==> src/rtl/blink_sequencer_if.sv <==
// Control/program bus between the switch/button front end and the blink step sequencer.
// The master drives the start/stop/loop/program-write controls. The slave drives the blinker controls and the status outputs.
interface blink_sequencer_if #(
   parameter int c_STEPS = 4
);
   localparam int c_AW = $clog2(c_STEPS);

   logic            i_start;
   logic            i_stop;
   logic            i_loop;
   logic            i_wr_en;
   logic [c_AW-1:0] i_wr_addr;
   logic [7:0]      i_wr_data;

   logic            o_enable;
   logic            o_select0;
   logic            o_select1;
   logic            o_busy;
   logic [c_AW-1:0] o_step;
   logic            o_done;

   modport master (
      output i_start, i_stop, i_loop, i_wr_en, i_wr_addr, i_wr_data,
      input  o_enable, o_select0, o_select1, o_busy, o_step, o_done
   );

   modport slave (
      input  i_start, i_stop, i_loop, i_wr_en, i_wr_addr, i_wr_data,
      output o_enable, o_select0, o_select1, o_busy, o_step, o_done
   );
endinterface

==> src/rtl/blink_sequencer.sv <==
// Plays a small register-file program of {enable, select1, select0, duration} steps into the LED blinker.
//
// state  | meaning
// S_IDLE | waiting for start; blinker controls low, step index holds
// S_LOAD | one cycle; step outputs and tick count already loaded on entry
// S_RUN  | prescaler and tick down-counters timing the current step
// S_DONE | one-cycle completion pulse, then back to idle
module blink_sequencer #(
   parameter int c_TICK_DIV = 5_000_000,
   parameter int c_STEPS    = 4
) (
   input logic              i_clk,
   input logic              i_reset_n,
   blink_sequencer_if.slave bus
);
   localparam int              c_AW     = $clog2(c_STEPS);
   localparam int              c_PW     = $clog2(c_TICK_DIV);
   localparam logic [c_PW-1:0] c_PRE_TC = c_PW'(c_TICK_DIV - 1);
   localparam logic [c_AW-1:0] c_LAST   = c_AW'(c_STEPS - 1);

   typedef enum logic [1:0] {S_IDLE, S_LOAD, S_RUN, S_DONE} state_t;

   state_t          state, state_nxt;
   logic [7:0]      prog [c_STEPS];
   logic [c_AW-1:0] step, step_nxt;
   logic [c_PW-1:0] pre;
   logic [4:0]      tick;
   logic [2:0]      bits;
   logic            busy, done;
   logic            load, end_step;

   always_comb begin
      state_nxt = state;
      step_nxt  = step;
      load      = 1'b0;
      end_step  = 1'b0;
      case (state)
         S_IDLE: begin
            if (bus.i_start) begin
               state_nxt = S_LOAD;
               step_nxt  = '0;
               load      = 1'b1;
            end
         end
         S_LOAD: begin
            if (tick == '0) end_step = 1'b1;
            else            state_nxt = S_RUN;
         end
         S_RUN: begin
            if (pre == '0 && tick == 5'd1) end_step = 1'b1;
         end
         S_DONE:  state_nxt = S_IDLE;
         default: state_nxt = S_IDLE;
      endcase
      if (end_step) begin
         if (step != c_LAST) begin
            step_nxt  = step + c_AW'(1);
            state_nxt = S_LOAD;
            load      = 1'b1;
         end else if (bus.i_loop) begin
            step_nxt  = '0;
            state_nxt = S_LOAD;
            load      = 1'b1;
         end else begin
            state_nxt = S_DONE;
         end
      end
      // abort overrides everything, but an idle sequencer ignores it so start can win
      if (bus.i_stop && state != S_IDLE) begin
         state_nxt = S_IDLE;
         step_nxt  = step;
         load      = 1'b0;
      end
   end

   always_ff @(posedge i_clk or negedge i_reset_n) begin
      if (!i_reset_n) begin
         for (int i = 0; i < c_STEPS; i++) prog[i] <= '0;
      end else if (bus.i_wr_en) begin
         prog[bus.i_wr_addr] <= bus.i_wr_data;
      end
   end

   // Step data is captured on the edge entering LOAD. A same-cycle write therefore lands after the read.
   always_ff @(posedge i_clk or negedge i_reset_n) begin
      if (!i_reset_n) begin
         state <= S_IDLE;
         step  <= '0;
         pre   <= '0;
         tick  <= '0;
         bits  <= '0;
         busy  <= 1'b0;
         done  <= 1'b0;
      end else begin
         state <= state_nxt;
         step  <= step_nxt;
         busy  <= (state_nxt == S_LOAD) || (state_nxt == S_RUN);
         done  <= (state_nxt == S_DONE);
         if (load) begin
            bits <= prog[step_nxt][7:5];
            tick <= prog[step_nxt][4:0];
         end else begin
            if (state_nxt == S_IDLE || state_nxt == S_DONE) bits <= '0;
            if (state == S_RUN && pre == '0) tick <= tick - 5'd1;
         end
         if (state == S_LOAD)     pre <= c_PRE_TC;
         else if (state == S_RUN) pre <= (pre == '0) ? c_PRE_TC : pre - c_PW'(1);
      end
   end

   assign bus.o_enable  = bits[2];
   assign bus.o_select1 = bits[1];
   assign bus.o_select0 = bits[0];
   assign bus.o_busy    = busy;
   assign bus.o_done    = done;
   assign bus.o_step    = step;
endmodule
==> src/flat_wrapper.sv <==
// flat-port wrapper written by rule: the top's interface ports become plain ports
module blink_sequencer_flat 
#(
   parameter int c_TICK_DIV = 5_000_000,
   parameter int c_STEPS    = 4
)
  (i_clk, i_reset_n, bus_i_start, bus_i_stop, bus_i_loop, bus_i_wr_en, bus_i_wr_addr, bus_i_wr_data, bus_o_enable, bus_o_select0, bus_o_select1, bus_o_busy, bus_o_step, bus_o_done);
  blink_sequencer_if #(.c_STEPS(c_STEPS)) bus_i ();
  input logic i_clk;
  input logic i_reset_n;
  input wire logic [$bits(bus_i.i_start)-1:0] bus_i_start;
  input wire logic [$bits(bus_i.i_stop)-1:0] bus_i_stop;
  input wire logic [$bits(bus_i.i_loop)-1:0] bus_i_loop;
  input wire logic [$bits(bus_i.i_wr_en)-1:0] bus_i_wr_en;
  input wire logic [$bits(bus_i.i_wr_addr)-1:0] bus_i_wr_addr;
  input wire logic [$bits(bus_i.i_wr_data)-1:0] bus_i_wr_data;
  output wire logic [$bits(bus_i.o_enable)-1:0] bus_o_enable;
  output wire logic [$bits(bus_i.o_select0)-1:0] bus_o_select0;
  output wire logic [$bits(bus_i.o_select1)-1:0] bus_o_select1;
  output wire logic [$bits(bus_i.o_busy)-1:0] bus_o_busy;
  output wire logic [$bits(bus_i.o_step)-1:0] bus_o_step;
  output wire logic [$bits(bus_i.o_done)-1:0] bus_o_done;
  assign bus_i.i_start = bus_i_start;
  assign bus_i.i_stop = bus_i_stop;
  assign bus_i.i_loop = bus_i_loop;
  assign bus_i.i_wr_en = bus_i_wr_en;
  assign bus_i.i_wr_addr = bus_i_wr_addr;
  assign bus_i.i_wr_data = bus_i_wr_data;
  assign bus_o_enable = bus_i.o_enable;
  assign bus_o_select0 = bus_i.o_select0;
  assign bus_o_select1 = bus_i.o_select1;
  assign bus_o_busy = bus_i.o_busy;
  assign bus_o_step = bus_i.o_step;
  assign bus_o_done = bus_i.o_done;
  blink_sequencer #(.c_TICK_DIV(c_TICK_DIV), .c_STEPS(c_STEPS)) u_core (.i_clk(i_clk), .i_reset_n(i_reset_n), .bus(bus_i));
endmodule
==> config.mk <==
export PLATFORM = sky130hd
export DESIGN_NAME = blink_sequencer_flat
export DESIGN_NICKNAME = d
export VERILOG_FILES = /design/src/rtl/blink_sequencer_if.sv /design/src/rtl/blink_sequencer.sv /design/src/flat_wrapper.sv
export SDC_FILE = /design/constraint.sdc
export NUM_CORES = 1
export LEC_CHECK = 0
export BUFFER_PORTS_ARGS = -buffer_cell sky130_fd_sc_hd__buf_2
export CAP_MARGIN = 20
export CORE_MARGIN = 4
export CORE_UTILIZATION = 60
export CTS_BUF_LIST = sky130_fd_sc_hd__clkbuf_4 sky130_fd_sc_hd__clkbuf_8
export CTS_CLUSTER_DIAMETER = 40
export CTS_CLUSTER_SIZE = 14
export DETAILED_ROUTE_END_ITERATION = 8
export GPL_TIMING_DRIVEN = 1
export PLACE_DENSITY = 0.88
export SYNTH_ARGS = -nofsm -noshare
export SYNTH_HDL_FRONTEND = slang
export SYNTH_SLANG_ARGS = --single-unit
==> constraint.sdc <==
create_clock -name i_clk -period 3 [get_ports i_clk]
set_clock_uncertainty 0.2 [all_clocks]
set_input_delay 0.15 -clock i_clk [delete_from_list [all_inputs] [get_ports i_clk]]
set_output_delay 0.15 -clock i_clk [all_outputs]
set_load 0.01 [all_outputs]
[Word level (Yosys, flattened, before mapping)]
Index checks and enable logic that the tools add are counted.
Word-level totals
  register bits: 69
  word-level logic and storage cells: 76
Operators by class
  add/sub/neg operators: 3
  mux-type cells: 35
  eq/ne operators: 8
  $lt $le $gt $ge: 3
  bitwise logic cells: 2
  reduce and logical (&&, ||, !) cells: 14
Operator list (number)
  23-bit 2-to-1 mux: 3
  32-bit bitwise mux: 1
  2-bit 2-to-1 mux: 12
  8-bit 2-to-1 mux: 3
  23-bit logical NOT: 1
  23-bit by 1-bit subtractor with 23-bit output (second input constant): 1
  8-bit binary-select mux with 2-bit select: 1
  8-bit demux with 2-bit select: 1
  5-bit 2-to-1 mux: 2
  2-bit == test (second input constant): 4
  1-bit 2-to-1 mux: 8
  2-bit nonzero test: 4
  3-bit greater-or-equal comparator (second input constant): 2
  3-bit 2-to-1 mux: 2
  2-bit inverter with 3-bit output: 2
  2-bit one-hot mux with 3 select lines: 1
  5-bit by 1-bit == test with 1-bit output (second input constant): 1
  5-bit logical NOT: 1
  5-bit by 1-bit subtractor with 5-bit output (second input constant): 1
  2-bit by 1-bit == test with 1-bit output (second input constant): 2
  1-bit logical AND: 4
  2-bit logical NOT: 2
  3-bit by 1-bit less-than comparator with 1-bit output (second input constant): 1
  2-bit by 1-bit adder with 2-bit output (second input constant): 1
  other kinds (3): 4

[Depth between registers and ports, before layout]
  depth in word-level cells: 11
  depth in mapped cells: 10

[Worst setup path after synthesis]
OpenSTA, ideal clock, no wires.
  kind: register to register
  from: register u_core.pre[9]
  to: register u_core.bits[1]
  period minus slack after synthesis: 2.757 ns
  stages on the path, launching flop included: 9
  required time: 2.673 ns
  buffers on the path: 1
  data arrival time: 2.430 ns
  slack: 0.243 ns
  path through: dfrtp_1 > or4_4 > nor4_4 > a31oi_2 > nor4_4 > buf_6 > mux2_1 > nand2_1 > o211ai_2
Between the ends
  longest elaborated chain between the ends: 11
  elaborated cells on any way between the ends: 19
  classes of those cells: eq/ne (1); mux (12); bitwise (1); reduce/logical (5)
Ends and longest elaborated chain
  from (decl): line blink_sequencer.sv:26  | logic [c_PW-1:0] pre;
  from (signal assigned): line blink_sequencer.sv:106  | if (state == S_LOAD) pre <= c_PRE_TC;
  from (signal assigned): line blink_sequencer.sv:107  | else if (state == S_RUN) pre <= (pre == '0) ? c_PRE_TC : pre - c_PW'(1);
  23-bit logical NOT *: line blink_sequencer.sv:50  | if (pre == '0 && tick == 5'd1) end_step = 1'b1;
  1-bit logical AND *: line blink_sequencer.sv:50
  1-bit 2-to-1 mux *: line blink_sequencer.sv:50
  1-bit one-hot mux with 2 select lines *: line blink_sequencer.sv:37  | case (state)
  2-bit 2-to-1 mux: line blink_sequencer.sv:55  | if (end_step) begin
  2-bit 2-to-1 mux: line blink_sequencer.sv:69  | if (bus.i_stop && state != S_IDLE) begin
  2-bit inverter with 3-bit output (implied by the code): line blink_sequencer.sv:100  | bits <= prog[step_nxt][7:5];
  8-bit binary-select mux with 2-bit select: line blink_sequencer.sv:100
  8-bit 2-to-1 mux (implied by the code) (2 in a row): line blink_sequencer.sv:100
  3-bit 2-to-1 mux: line blink_sequencer.sv:99  | if (load) begin
  to (signal assigned): line blink_sequencer.sv:100
  to (decl): line blink_sequencer.sv:28  | logic [2:0] bits;
Every way passes the cells marked *; elsewhere a longest branch is shown, timed or not. The select of a mux whose other input is x is not followed.
A chain may end at the register's enable or synchronous reset.

[Worst setup path after layout]
  from: register u_core.state[1]
  to: register u_core.bits[1]
Between the ends
  longest elaborated chain between the ends: 11
  elaborated cells on any way between the ends: 31
  classes of those cells: eq/ne (4); mux (20); bitwise (1); reduce/logical (6)
Ends and longest elaborated chain
  from (decl): line blink_sequencer.sv:23  | state_t state, state_nxt;
  from (signal assigned): line blink_sequencer.sv:95  | state <= state_nxt;
  2-bit logical NOT: line blink_sequencer.sv:37
  2-bit 2-to-1 mux: line blink_sequencer.sv:37
  2-bit 2-to-1 mux: line blink_sequencer.sv:60  | end else if (bus.i_loop) begin
  2-bit 2-to-1 mux: line blink_sequencer.sv:56  | if (step != c_LAST) begin
  2-bit 2-to-1 mux: line blink_sequencer.sv:55
  2-bit 2-to-1 mux: line blink_sequencer.sv:69
  2-bit inverter with 3-bit output (implied by the code): line blink_sequencer.sv:100
  8-bit binary-select mux with 2-bit select: line blink_sequencer.sv:100
  8-bit 2-to-1 mux (implied by the code) (2 in a row): line blink_sequencer.sv:100
  3-bit 2-to-1 mux: line blink_sequencer.sv:99
Parallel ways exist; a longest one is shown, timed or not. The select of a mux whose other input is x is not followed.

==> out/qor.txt <==
Synth top area share -> 0.502
Layout cells sized above 1 -> 0.276
Global route total overflow -> 0
Initial Util -> 0.621
Worst-Skew Late Latency -> 0.36 ns
Final Hold Fails -> 0
Status -> finished, final reports clean
Vias in the first global route -> 2,545
Final WL -> 7.19 mm
Crit path required time -> 3.03 ns
Total die area -> 7010 um^2
Die height -> 83.7 um
H-tree depth -> 3
Setup TNS -> 0 ns
Min-delay worst type -> input pin to flip-flop
Root Driver -> clkbuf_8
Worst vdd ir -> 0.000792 V
Max Freq -> 351 MHz
Hold slack final -> 0.0487 ns
CP arrival -> 2.88 ns
Final Cycle Share -> 0.950
# setup viols final -> 0
Initial drt markers -> 136
Syn Area/Cell -> 11.4 um^2
Sink Count -> 69
Setup crit start kind -> flip-flop
CTS tree -> yes
Hpwl dp -> 4.87 mm
Placer Congestion -> 0.803
Ys Warns -> 0
Leakage -> 1.71 nW
Leading cell types by count after synthesis -> dfrtp_1, mux2_2, nand2_1
Cell count after synthesis -> 302
Yosys reg bits -> 69
Core Box Area -> 5540 um^2
All-Layer GR Usage -> 0.225
Critical Path Fanout Max -> 5
Post-DRT Antenna Nets -> 0
Post-CTS Setup Bufs -> 0
Residual DRC -> 0
Asr flop ratio synth -> 1.00
CTS Buf Count -> 9
Final Max Tran Viols -> 0
Net count after synthesis -> 329
WL per Instance -> 16.8 um
Power, Total -> 3.18 mW
Area Growth Syn to Fin -> 17.1%
Largest net degree at the start of global routing -> 38
Maxcap violations -> 0
Sequential area share after synthesis -> 0.502
WS Path Type -> flip-flop to flip-flop
Via/cell ratio -> 5.88
Register clock-pin slew on the reported worst setup and hold paths -> 0.08 ns
Count leader, synth -> dfrtp_1
First-pass GRT wire length -> 12.6 mm
FP Rows -> 27
Most used DFF post-synth -> dfrtp_1
Min Tclk post-route -> 2.85 ns
Via count -> 2,509
Post-route cell area -> 4030 um^2
PwrDens -> 791 nW/um^2
1st-pass router iterations -> 4
Worst Setup End Kind -> flip-flop
Worst-Margin Slew -> 0.831 ns
Yosys cell types -> 49
FILL cells -> 365
Num ports -> 23
Port buffer count -> 22
Rel. slew slack -> 0.446
DP Area -> 3690 um^2
EDFF count, synth -> 0
Initial antenna violation count -> 0
Synth Cell Area -> 3440 um^2
DIE WIDTH -> 83.7 um
Net count, final -> 377
Ant diodes -> 0
Synth area leaders -> dfrtp_1, mux2_2, ha_1
Clock Path Buffers -> 2
Yosys top cell by area -> dfrtp_1
[final cells by class]
type                       instances  area [um^2]  share of cell area
sequential                        69         1730               0.429
multi-input combinational        218         1660               0.412
timing repair buffer              43          290              0.0721
clock buffer                       9          124              0.0308
clock inverter                     7          105              0.0261
tap                               72         90.1              0.0224
inverter                           9         33.8             0.00839
[worst max-delay path, stage by stage, from the launching register on]
cell	delay [ns]
dfrtp_1	0.41
inv_1	0.09
ha_1	0.30
nand4b_1	0.10
nor3_1	0.31
a31oi_2	0.24
nor4_4	0.33
buf_4	0.23
mux2_1	0.34
nand2_1	0.10
o211ai_2	0.08
[repair_timing]
action                                 in CTS  in global routing
setup endpoints to repair                   0                  4
hold buffers                                9                  0
gates resized for setup                     0                  3
endpoints found under the hold margin      67                  0
[layout by cell type (no fill, tap or decap), types with 11 or more instances in the layout]
cell and count:
nor2_1 18, mux2_2 38, buf_2 22, o21ai_0 11, ha_1 11, a21oi_1 12
nand2_1 27, buf_4 12, dfrtp_1 69
[metal layers]
layer	GRT usage	up-vias	part of all wire	wire length (um)
li1	-	1193	-	-
met1	0.283	1242	0.42	3060
met2	0.383	63	0.51	3700
met3	0.0543	11	0.045	321
met4	0.0702	0	0.016	115
met5	0	-	0	0
[report_power, final]
group          total [mW]  switching, mW  internal, mW
clock network       0.864          0.383         0.481
logic               0.859          0.462         0.397
registers            1.46          0.254          1.21
[final timing paths]
kind / cells past startpoint / from / slack (ns) / endpoint
worst max-delay path: 10 / u_core.state[1] / 0.15 / u_core.bits[1]
worst min-delay path: 4 / bus_i_start / 0.05 / u_core.state[1]
worst max register to register: 10 / u_core.state[1] / 0.15 / u_core.bits[1]
worst min register to register: 1 / u_core.prog[9] / 0.30 / u_core.prog[9]
max in group asynchronous: 3 / i_reset_n / 1.61 / u_core.tick[1]
min in group asynchronous: 2 / i_reset_n / 0.24 / u_core.prog[18]
[metrics by stage]
| stage | cells | setup WS, ns | utilization |
|---|---|---|---|
| after floorplan | 302 | 0.243 | - |
| after global placement | 402 | 0.273 | 0.667 |
| after detailed placement | 402 | 0.196 | 0.667 |
| after CTS | 427 | 0.136 | 0.724 |
| after global routing | 427 | -0.00973 | 0.727 |
| final | 427 | 0.151 | 0.727 |
[flip-flops by register name, summed over array words and instances (netlist names)]
name	count
u_core.prog	32
u_core.bits	3
u_core.bus.o_busy	1
u_core.state	2
u_core.tick	5
u_core.bus.o_done	1
u_core.pre	23
u_core.bus.o_step	2
[cell families after synthesis]
kind of cell,Yosys count,synth area share
multiplexers,48,0.154
buffers and inverters,15,0.0196
flip-flops,69,0.502
AND/OR/NAND/NOR,97,0.158
AO/OA/AOI/OAI,45,0.0830
adder cells (fa/ha/maj),11,0.0400
XOR/XNOR,17,0.0433
Note: power is estimated with default switching activity, not from simulation.
